## src/rtl/motor_pwm_driver.sv

```systemverilog
// Two-wheel motor PWM driver: ramped duty per wheel, boundary-aligned PWM update,
// plus blinking indicator lamps and a steady tail light.
//
// state | meaning
// OFF   | engine disabled, duties and PWM forced to 0
// RUN   | engine enabled, duties ramp toward speed/direction targets
module motor_pwm_driver #(
   parameter int PWM_BITS  = 8,
   parameter int RAMP_DIV  = 16,
   parameter int STEP      = 4,
   parameter int BLINK_DIV = 1 << 20
) (
   input  logic                clk,
   input  logic                clr,
   input  logic                E,
   input  logic [2:0]          M1,
   input  logic [1:0]          M2,
   input  logic                RH,
   input  logic                LH,
   input  logic                TL,
   output logic                pwm_l,
   output logic                pwm_r,
   output logic [PWM_BITS-1:0] duty_l,
   output logic [PWM_BITS-1:0] duty_r,
   output logic                ramping,
   output logic                rh_lamp,
   output logic                lh_lamp,
   output logic                tl_lamp
);

   localparam int RW = (RAMP_DIV > 1) ? $clog2(RAMP_DIV) : 1;
   localparam int BW = (BLINK_DIV > 1) ? $clog2(BLINK_DIV) : 1;

   typedef enum logic {ST_OFF = 1'b0, ST_RUN = 1'b1} state_t;

   state_t state_q, state_d;
   logic   run_en, run_now;

   logic [RW-1:0]       div_q, div_d;
   logic [PWM_BITS-1:0] cnt_q, cnt_d;
   logic [PWM_BITS-1:0] duty_l_q, duty_l_d, duty_r_q, duty_r_d;
   logic [PWM_BITS-1:0] app_l_q, app_l_d, app_r_q, app_r_d;
   logic                pwm_l_q, pwm_l_d, pwm_r_q, pwm_r_d;
   logic [BW-1:0]       blink_q, blink_d;
   logic                phase_q, phase_d;
   logic                rh_q, rh_d, lh_q, lh_d, tl_q, tl_d;

   logic [PWM_BITS-1:0] base, tgt_l, tgt_r;
   logic                tick;

   // Move one step toward the target, landing exactly on it when close enough.
   function automatic logic [PWM_BITS-1:0] ramp_step(input logic [PWM_BITS-1:0] cur,
                                                     input logic [PWM_BITS-1:0] tgt);
      logic [PWM_BITS:0] diff;
      if (tgt >= cur) begin
         diff = {1'b0, tgt} - {1'b0, cur};
         ramp_step = (diff <= (PWM_BITS+1)'(STEP)) ? tgt : cur + PWM_BITS'(STEP);
      end else begin
         diff = {1'b0, cur} - {1'b0, tgt};
         ramp_step = (diff <= (PWM_BITS+1)'(STEP)) ? tgt : cur - PWM_BITS'(STEP);
      end
   endfunction

   always_ff @(posedge clk) begin
      if (clr) state_q <= ST_OFF;
      else     state_q <= state_d;
   end

   always_comb begin
      state_d = state_q;
      case (state_q)
         ST_OFF:  if (E)  state_d = ST_RUN;
         ST_RUN:  if (!E) state_d = ST_OFF;
         default: state_d = ST_OFF;
      endcase
   end

   // run_en looks at the next state so that dropping E clears outputs on the very next edge.
   always_comb begin
      run_en  = (state_d == ST_RUN);
      run_now = (state_q == ST_RUN);
   end

   always_comb begin
      case (M1)
         3'd1:    base = PWM_BITS'(64);
         3'd2:    base = PWM_BITS'(128);
         3'd3:    base = PWM_BITS'(192);
         default: base = '0;
      endcase
      case (M2)
         2'd1:    begin tgt_l = base;      tgt_r = base >> 1; end
         2'd2:    begin tgt_l = base >> 1; tgt_r = base;      end
         default: begin tgt_l = base;      tgt_r = base;      end
      endcase
   end

   assign tick = (div_q == RW'(RAMP_DIV - 1));

   always_comb begin
      div_d    = tick ? '0 : div_q + RW'(1);
      cnt_d    = cnt_q + PWM_BITS'(1);
      duty_l_d = duty_l_q;
      duty_r_d = duty_r_q;
      app_l_d  = app_l_q;
      app_r_d  = app_r_q;
      pwm_l_d  = run_en && (cnt_q < app_l_q);
      pwm_r_d  = run_en && (cnt_q < app_r_q);
      if (!run_en) begin
         duty_l_d = '0;
         duty_r_d = '0;
         app_l_d  = '0;
         app_r_d  = '0;
      end else begin
         if (cnt_q == '1) begin
            app_l_d = duty_l_q;
            app_r_d = duty_r_q;
         end
         if (tick) begin
            duty_l_d = ramp_step(duty_l_q, tgt_l);
            duty_r_d = ramp_step(duty_r_q, tgt_r);
         end
      end
   end

   // Idle indicators keep phase preset so a fresh request lights immediately.
   always_comb begin
      blink_d = blink_q;
      phase_d = phase_q;
      if (!(RH || LH)) begin
         blink_d = '0;
         phase_d = 1'b1;
      end else if (blink_q == BW'(BLINK_DIV - 1)) begin
         blink_d = '0;
         phase_d = ~phase_q;
      end else begin
         blink_d = blink_q + BW'(1);
      end
      rh_d = RH & phase_q;
      lh_d = LH & phase_q;
      tl_d = TL;
   end

   always_ff @(posedge clk) begin
      if (clr) begin
         div_q    <= '0;
         cnt_q    <= '0;
         duty_l_q <= '0;
         duty_r_q <= '0;
         app_l_q  <= '0;
         app_r_q  <= '0;
         pwm_l_q  <= 1'b0;
         pwm_r_q  <= 1'b0;
         blink_q  <= '0;
         phase_q  <= 1'b1;
         rh_q     <= 1'b0;
         lh_q     <= 1'b0;
         tl_q     <= 1'b0;
      end else begin
         div_q    <= div_d;
         cnt_q    <= cnt_d;
         duty_l_q <= duty_l_d;
         duty_r_q <= duty_r_d;
         app_l_q  <= app_l_d;
         app_r_q  <= app_r_d;
         pwm_l_q  <= pwm_l_d;
         pwm_r_q  <= pwm_r_d;
         blink_q  <= blink_d;
         phase_q  <= phase_d;
         rh_q     <= rh_d;
         lh_q     <= lh_d;
         tl_q     <= tl_d;
      end
   end

   assign pwm_l   = pwm_l_q;
   assign pwm_r   = pwm_r_q;
   assign duty_l  = duty_l_q;
   assign duty_r  = duty_r_q;
   assign ramping = run_now && ((duty_l_q != tgt_l) || (duty_r_q != tgt_r));
   assign rh_lamp = rh_q;
   assign lh_lamp = lh_q;
   assign tl_lamp = tl_q;

endmodule

```

## config.mk

```make
export PLATFORM = sky130hd
export DESIGN_NAME = motor_pwm_driver
export DESIGN_NICKNAME = d
export VERILOG_FILES = /design/src/rtl/motor_pwm_driver.sv
export SDC_FILE = /design/constraint.sdc
export NUM_CORES = 1
export LEC_CHECK = 0
export CAP_MARGIN = 25
export CORE_MARGIN = 2
export CORE_UTILIZATION = 62
export CTS_BUF_LIST = sky130_fd_sc_hd__clkbuf_8
export CTS_CLUSTER_DIAMETER = 80
export CTS_CLUSTER_SIZE = 28
export DETAILED_ROUTE_END_ITERATION = 6
export GPL_ROUTABILITY_DRIVEN = 0
export HOLD_SLACK_MARGIN = 0.02
export PLACE_DENSITY = 0.93
export SLEW_MARGIN = 20
export SYNTH_ARGS = -nofsm -noshare
export SYNTH_HDL_FRONTEND = slang
export SYNTH_SLANG_ARGS = --single-unit
```

## constraint.sdc

```tcl
create_clock -name clk -period 5.3 [get_ports clk]
set_input_delay 1.325 -clock clk [delete_from_list [all_inputs] [get_ports clk]]
set_output_delay 1.325 -clock clk [all_outputs]
set_load 0.1 [all_outputs]
```

==> impl_metrics.csv, run 1 <==
group,metric,value,unit
outcome,status,"finished clean",
logic_synthesis,yosysSeqAreaShare,0.3248,
clocking,cts_resized,0,
worst_setup_path,required,3.97,ns
job,maxCapViolations,0,
logic_synthesis,synth_edf_count,0,
hold_path,whs_path_depth,1,
floorplan,die_x,83.14,microns
worst_setup_path,cp-end-kind,"output port",
logic_synthesis,synth-seq-cells,63,
route,post_drt_wl_per_cell,14.88,microns
worst_setup_path,cp.arrival,3.30,ns
global_routing,track_usage,0.2464,
clocking,clock_path_buffers,2,
logic_synthesis,synth_area_per_cell,8.440,sq um
timing,rsz0062_at_grt,"false",
global_routing,globalRouteOverflowTotal,0,
hold_path,worstHoldPathType,"flop to flop",
route,route.vias.total,3347,
finish,fin_nets,531,
route,route.detailed.drc,0,
route,ant_nets,0,
power,power.density,223.7,mW/mm^2
timing,fmax,0.2163,GHz
timing,fin_crit,4.624,ns
timing,finalCritPeriodShare,0.8724,
finish,syn2layout_area_growth,12.12,%
worst_setup_path,r2r_end,"duty_r[5]$_SDFFE_PP0P_",
timing,clock_skew,0.003346,ns
clocking,numCtsBuffers,9,
route,first_pass_iters,5,
worst_setup_path,regToRegSetupSlack,2.06,ns
logic_synthesis,ys_types,56,
finish,diodes,0,
worst_setup_path,cp-start-kind,"input port",
timing,finalSetupViolations,0,
finish,layout_commonest_cell,"dfxtp_1",
global_routing,grt_pass1_vias,3232,
power,p_leak,0.001628,uW
clocking,cts_root_buffer,"clkbuf_8",
floorplan,boundaryPins,33,
clocking,clkSinkCount,63,
clocking,tritoncts,"done",
placement,place_hpwl,6024,microns
clocking,cts_hold_buf,0,
global_routing,antenna_found_initial,0,
floorplan,die_area,0.006911,sq mm
worst_setup_path,critPathMaxFanout,5,
logic_synthesis,synth_area,0.003882,sq mm
finish,drive_above_1_share,0.04733,
worst_setup_path,critical_path_class,"input port to output port",
timing,max-slew-margin-rel,0.3198,
hold_path,min_to,"cnt_q[0]$_SDFF_PP0_",
finish,layout_common_cells,"dfxtp_1, nor2_1, inv_1",
floorplan,std_cell_rows,28,
floorplan,core_area,0.005991,sq mm
clocking,clk_pin_slew,0.06,ns
worst_setup_path,reg2reg_depth,8,
floorplan,initial_core_util,0.6481,
hold_path,hp-start,"cnt_q[0]$_SDFF_PP0_",
global_routing,grt_pass1_wl,14150,microns
timing,tightest_slew,1.017,ns
worst_setup_path,r2r-start,"duty_r[5]$_SDFFE_PP0P_",
clocking,postCtsSetupBuffers,0,
timing,drv_slew,0,
logic_synthesis,synthCells,460,
route,viasPerCell,5.966,
power,peakVddDrop,197.4,uV
logic_synthesis,synthArstFlopShare,0,
clocking,clk-insertion-delay-late,0.34,ns
timing,tns,0,ns
placement,io_buffers,28,
global_routing,grt_max_degree,23,
logic_synthesis,yosysWarnings,0,
route,drt-total-wl,8345,microns
timing,final_hold_viol_count,0,
timing,layout_setup_ws,0.6763,ns
clocking,ctsHtreeMaxLevel,3,
route,first_iter_violations,188,
placement,dp_worst_setup_slack,0.6988,ns
logic_synthesis,synthFlopType,"dfxtp_1",
floorplan,dieHeight,83.14,microns
registers in the layout (all words and copies together) (netlist names):
register	flops
duty_l	6
div_q	4
pwm_l	1
phase_q	1
rh_lamp	1
run_now	1
lh_lamp	1
pwm_r	1
blink_q	20
app_l_q	6
tl_lamp	1
app_r_q	6
duty_r	6
cnt_q	8
through the flow:
step	instances	hold WS, ns	cell area, sq um	util	total power [uW]
3_3_place_gp	547	0.4273	4189	0.6992	625.4
2_1_floorplan	463	0.4176	3894	-	599.6
6_report	561	0.4438	4353	0.7266	973.5
5_1_grt	561	0.4868	4353	0.7266	1013
3_5_place_dp	547	0.4344	4189	0.6992	630.2
4_1_cts	561	0.4486	4353	0.7266	978.0
worst max-delay path, cell delays in order:
cell and delay, ns:
clkdlybuf4s50_1 0.47, nand2b_1 0.19, nor2_1 0.28, ha_1 0.36
and3b_4 0.23, a21boi_1 0.23, buf_12 0.21
per-layer routing:
| metal | GRT usage | wire [microns] | vias up |
|---|---|---|---|
| met5 | 0 | 0 | - |
| met4 | 0.09687 | 202 | 0 |
| met3 | 0.07256 | 526 | 24 |
| met2 | 0.4150 | 4095 | 137 |
| met1 | 0.2947 | 3521 | 1568 |
| li1 | - | - | 1618 |
synthesized netlist by cell type (5+ instances only):
cell type / number / area [sq um]
mux2i_1: 18 / 180.2
o21ai_0: 16 / 80.08
nand3_1: 24 / 120.1
nand4_1: 7 / 43.79
xor2_1: 15 / 131.4
nand2_1: 20 / 75.07
a31oi_1: 6 / 37.54
nand2b_1: 9 / 56.30
a21oi_1: 17 / 85.08
dfxtp_1: 63 / 1261
and3_1: 7 / 43.79
ha_1: 35 / 437.9
inv_1: 38 / 142.6
nor3_1: 17 / 85.08
nor2_1: 60 / 225.2
clkbuf_1: 12 / 45.04
o21a_1: 8 / 60.06
xnor2_1: 23 / 201.4
nor2b_1: 5 / 31.28
kinds of logic (layout without fill, tap and decap cells):
family          count (synthesis)  after routing  share of synthesized area
simple gates                  169            169                     0.2169
compound gates                 74             74                     0.1357
flops                          63             63                     0.3248
fa+ha+maj                      37             37                     0.1231
mux                            19             19                    0.04931
buf+inv                        59             82                    0.06349
xor+xnor                       38             38                    0.08572
other cells                     1              4                  0.0009659
report_power, final:
| part | internal (uW) | switching [uW] |
|---|---|---|
| sequential | 481 | 5.72 |
| clock | 186 | 166 |
| combinational | 48.7 | 86.8 |
| total | 715 | 258 |
worst max path at each step:
stage	end	startpoint	slack, ns	depth (start not counted)
after floorplan	ramping	M2[0]	0.31	6
after global placement	ramping	M2[1]	0.75	9
after detailed placement	ramping	M2[1]	0.70	9
after CTS	ramping	M2[1]	0.70	9
after global routing	ramping	M2[1]	0.59	9
final	ramping	M1[2]	0.68	7
layout make-up:
cell class	instances	area, sq um
clock buffers	11	151.4
clock inverters	3	12.51
fillers	438	1638
inverters	38	142.6
multi-input cells	341	2386
flip-flops and latches	63	1261
well taps	75	93.84
repair buffers	30	305.3
No activity file was read; power rests on OpenSTA's default activity.
==> run 2, diff against run 1 <==
Settings changed: PLACE_DENSITY 0.93 to 0.82.
Clock period 5.3 ns to 5.5 ns, I/O delays scaled along.
==> run 2 against run 1 <==
Clock skew up 0.0038 ns. Register-to-register slack better by 0.26 ns. Wire length down 3.9%. Highest routed layer unchanged. Total power up 11%. Critical path depth up 2. Worst setup slack better by 0.12 ns. Largest cell class unchanged. Clock power up 38%. Sequential cell count unchanged.
==> impl_metrics.csv, run 2 (synthesized netlist as in run 1, its figures left out) <==
group,metric,value,unit
outcome,status,"finished clean",
power,swShare,0.2423,
finish,layout_common_cells,"dfxtp_1, nor2_1, inv_1",
worst_setup_path,reg2reg_depth,8,
worst_setup_path,cp-end-kind,"output port",
floorplan,std_cell_rows,28,
global_routing,grt_use_met2,0.4333,
timing,finalSetupViolations,0,
job,maxCapViolations,0,
global_routing,use_met3,0.06859,
global_routing,use_met1,0.2894,
clocking,cts_root_buffer,"clkbuf_8",
power,p_total,1084,uW
worst_setup_path,critPathMaxFanout,6,
timing,tns,0,ns
power,peakVddDrop,220.1,uV
route,drt-total-wl,8018,microns
floorplan,boundaryPins,33,
timing,max-slew-margin-rel,0.3493,
finish,largest_register,"blink_q",
hold_path,min_to,"cnt_q[0]$_SDFF_PP0_",
clocking,clk-insertion-delay-late,0.34,ns
clocking,cts_hold_buf,0,
floorplan,dieHeight,83.14,microns
power,p_leak,0.001657,uW
worst_setup_path,critical_path_class,"input port to output port",
global_routing,grt.busiest_layer,"met2",
route,ant_nets,0,
global_routing,grt_pass1_vias,3160,
placement,place_inst,547,
finish,fin_nets,531,
finish,syn2layout_area_growth,14.21,%
route,route.vias.total,3294,
clocking,ctsHtreeMaxLevel,3,
clocking,clk_pin_slew,0.06,ns
finish,largest_reg_flops,20,
power,internal_power,821.7,uW
floorplan,initial_core_util,0.6481,
clocking,clock_path_buffers,2,
finish,diodes,0,
global_routing,grt_max_degree,23,
route,route.detailed.drc,0,
clocking,tritoncts,"done",
worst_setup_path,r2r_end,"duty_r[5]$_SDFFE_PP0P_",
timing,fmax,0.2128,GHz
worst_setup_path,required,4.12,ns
clocking,clkSinkCount,63,
floorplan,die_area,0.006911,sq mm
global_routing,grt_pass1_wl,14190,microns
clocking,numCtsBuffers,9,
route,first_pass_iters,5,
clocking,postCtsSetupBuffers,0,
timing,rsz0062_at_grt,"false",
worst_setup_path,regToRegSetupSlack,2.32,ns
finish,fin_cells,563,
floorplan,core_area,0.005991,sq mm
power,clock_power_share,0.448,
route,viasPerCell,5.851,
floorplan,die_x,83.14,microns
timing,clock_skew,0.007196,ns
worst_setup_path,r2r-start,"duty_r[5]$_SDFFE_PP0P_",
timing,fin_crit,4.700,ns
power,pwr-share-comb,0.120,
worst_setup_path,cp-start-kind,"input port",
power,power_switching,262.7,uW
timing,finalCritPeriodShare,0.8545,
route,first_iter_violations,177,
route,post_drt_wl_per_cell,14.24,microns
power,power.density,244.5,mW/mm^2
timing,tightest_slew,0.9730,ns
finish,layout_commonest_cell,"dfxtp_1",
global_routing,globalRouteOverflowTotal,0,
placement,io_buffers,28,
clocking,cts_resized,0,
finish,top_regs,"blink_q x20, cnt_q x8",
finish,fillerInstances,444,
placement,place_hpwl,5876,microns
power,pwr-share-seq,0.432,
global_routing,track_usage,0.2465,
hold_path,hp-start,"cnt_q[0]$_SDFF_PP0_",
global_routing,antenna_found_initial,0,
hold_path,whs_path_depth,1,
timing,final_hold_viol_count,0,
timing,finalHoldWorstSlack,0.4479,ns
timing,drv_slew,0,
worst_setup_path,cp.arrival,3.32,ns
hold_path,worstHoldPathType,"flop to flop",
finish,drive_above_1_share,0.05533,
-- run 2: cell count changes in the layout (fill, tap and decap cells not counted), sizes merged --
cell / previous run / this run
bufinv: 0 / 3
clkbuf: 11 / 10
inv: 40 / 38
clkinv: 1 / 2
clkinvlp: 0 / 1
-- run 2: per-stage QoR --
step                      setup WS, ns  cell area [sq um]    util
after detailed placement        0.8011               4189  0.6992
final                           0.8004               4434  0.7402
after CTS                       0.7974               4434  0.7402
after floorplan                 0.4087               3894       -
after global placement          0.8525               4189  0.6992
after global routing            0.6435               4434  0.7402
-- run 2: critical path, stage by stage --
cell	delay (ns)
clkdlybuf4s50_1	0.48
nand2b_1	0.16
mux2i_1	0.19
nor2_1	0.08
ha_1	0.35
nand4_1	0.17
nor2_1	0.06
a21boi_1	0.24
buf_12	0.21
-- run 2: how the worst max path moves through the flow --
stage,start,end,cells after the start
detailed placement,M2[0],ramping,8
global route,M2[1],ramping,9
finish,M2[1],ramping,9
CTS,M2[1],ramping,9
floorplan,M2[0],ramping,6
global placement,M2[1],ramping,9
-- run 2: area by class of cell --
| cell class | count | area, sq um | share of cell area |
|---|---|---|---|
| multi-input combinational | 341 | 2386 | 0.5381 |
| tap | 75 | 93.84 | 0.02116 |
| clock buffer | 10 | 137.6 | 0.03104 |
| timing repair buffer | 30 | 305.3 | 0.06885 |
| sequential | 63 | 1261 | 0.2844 |
| clock inverter | 6 | 107.6 | 0.02427 |
| inverter | 38 | 142.6 | 0.03217 |
-- run 2: power groups by stage --
| stage | logic [uW] | registers, uW | clock network, uW |
|---|---|---|---|
| after detailed placement | 128 | 479 | 0 |
| after floorplan | 89.4 | 488 | 0 |
| final | 130 | 469 | 486 |
| after global routing | 142 | 470 | 518 |
| after global placement | 125 | 479 | 0 |
| after CTS | 129 | 469 | 495 |
-- run 2: per-layer routing --
metal | routed length, microns | vias up
li1 | - | 1630
met1 | 3431 | 1567
met2 | 4090 | 84
met3 | 397 | 13
met4 | 98 | 0
met5 | 0 | -
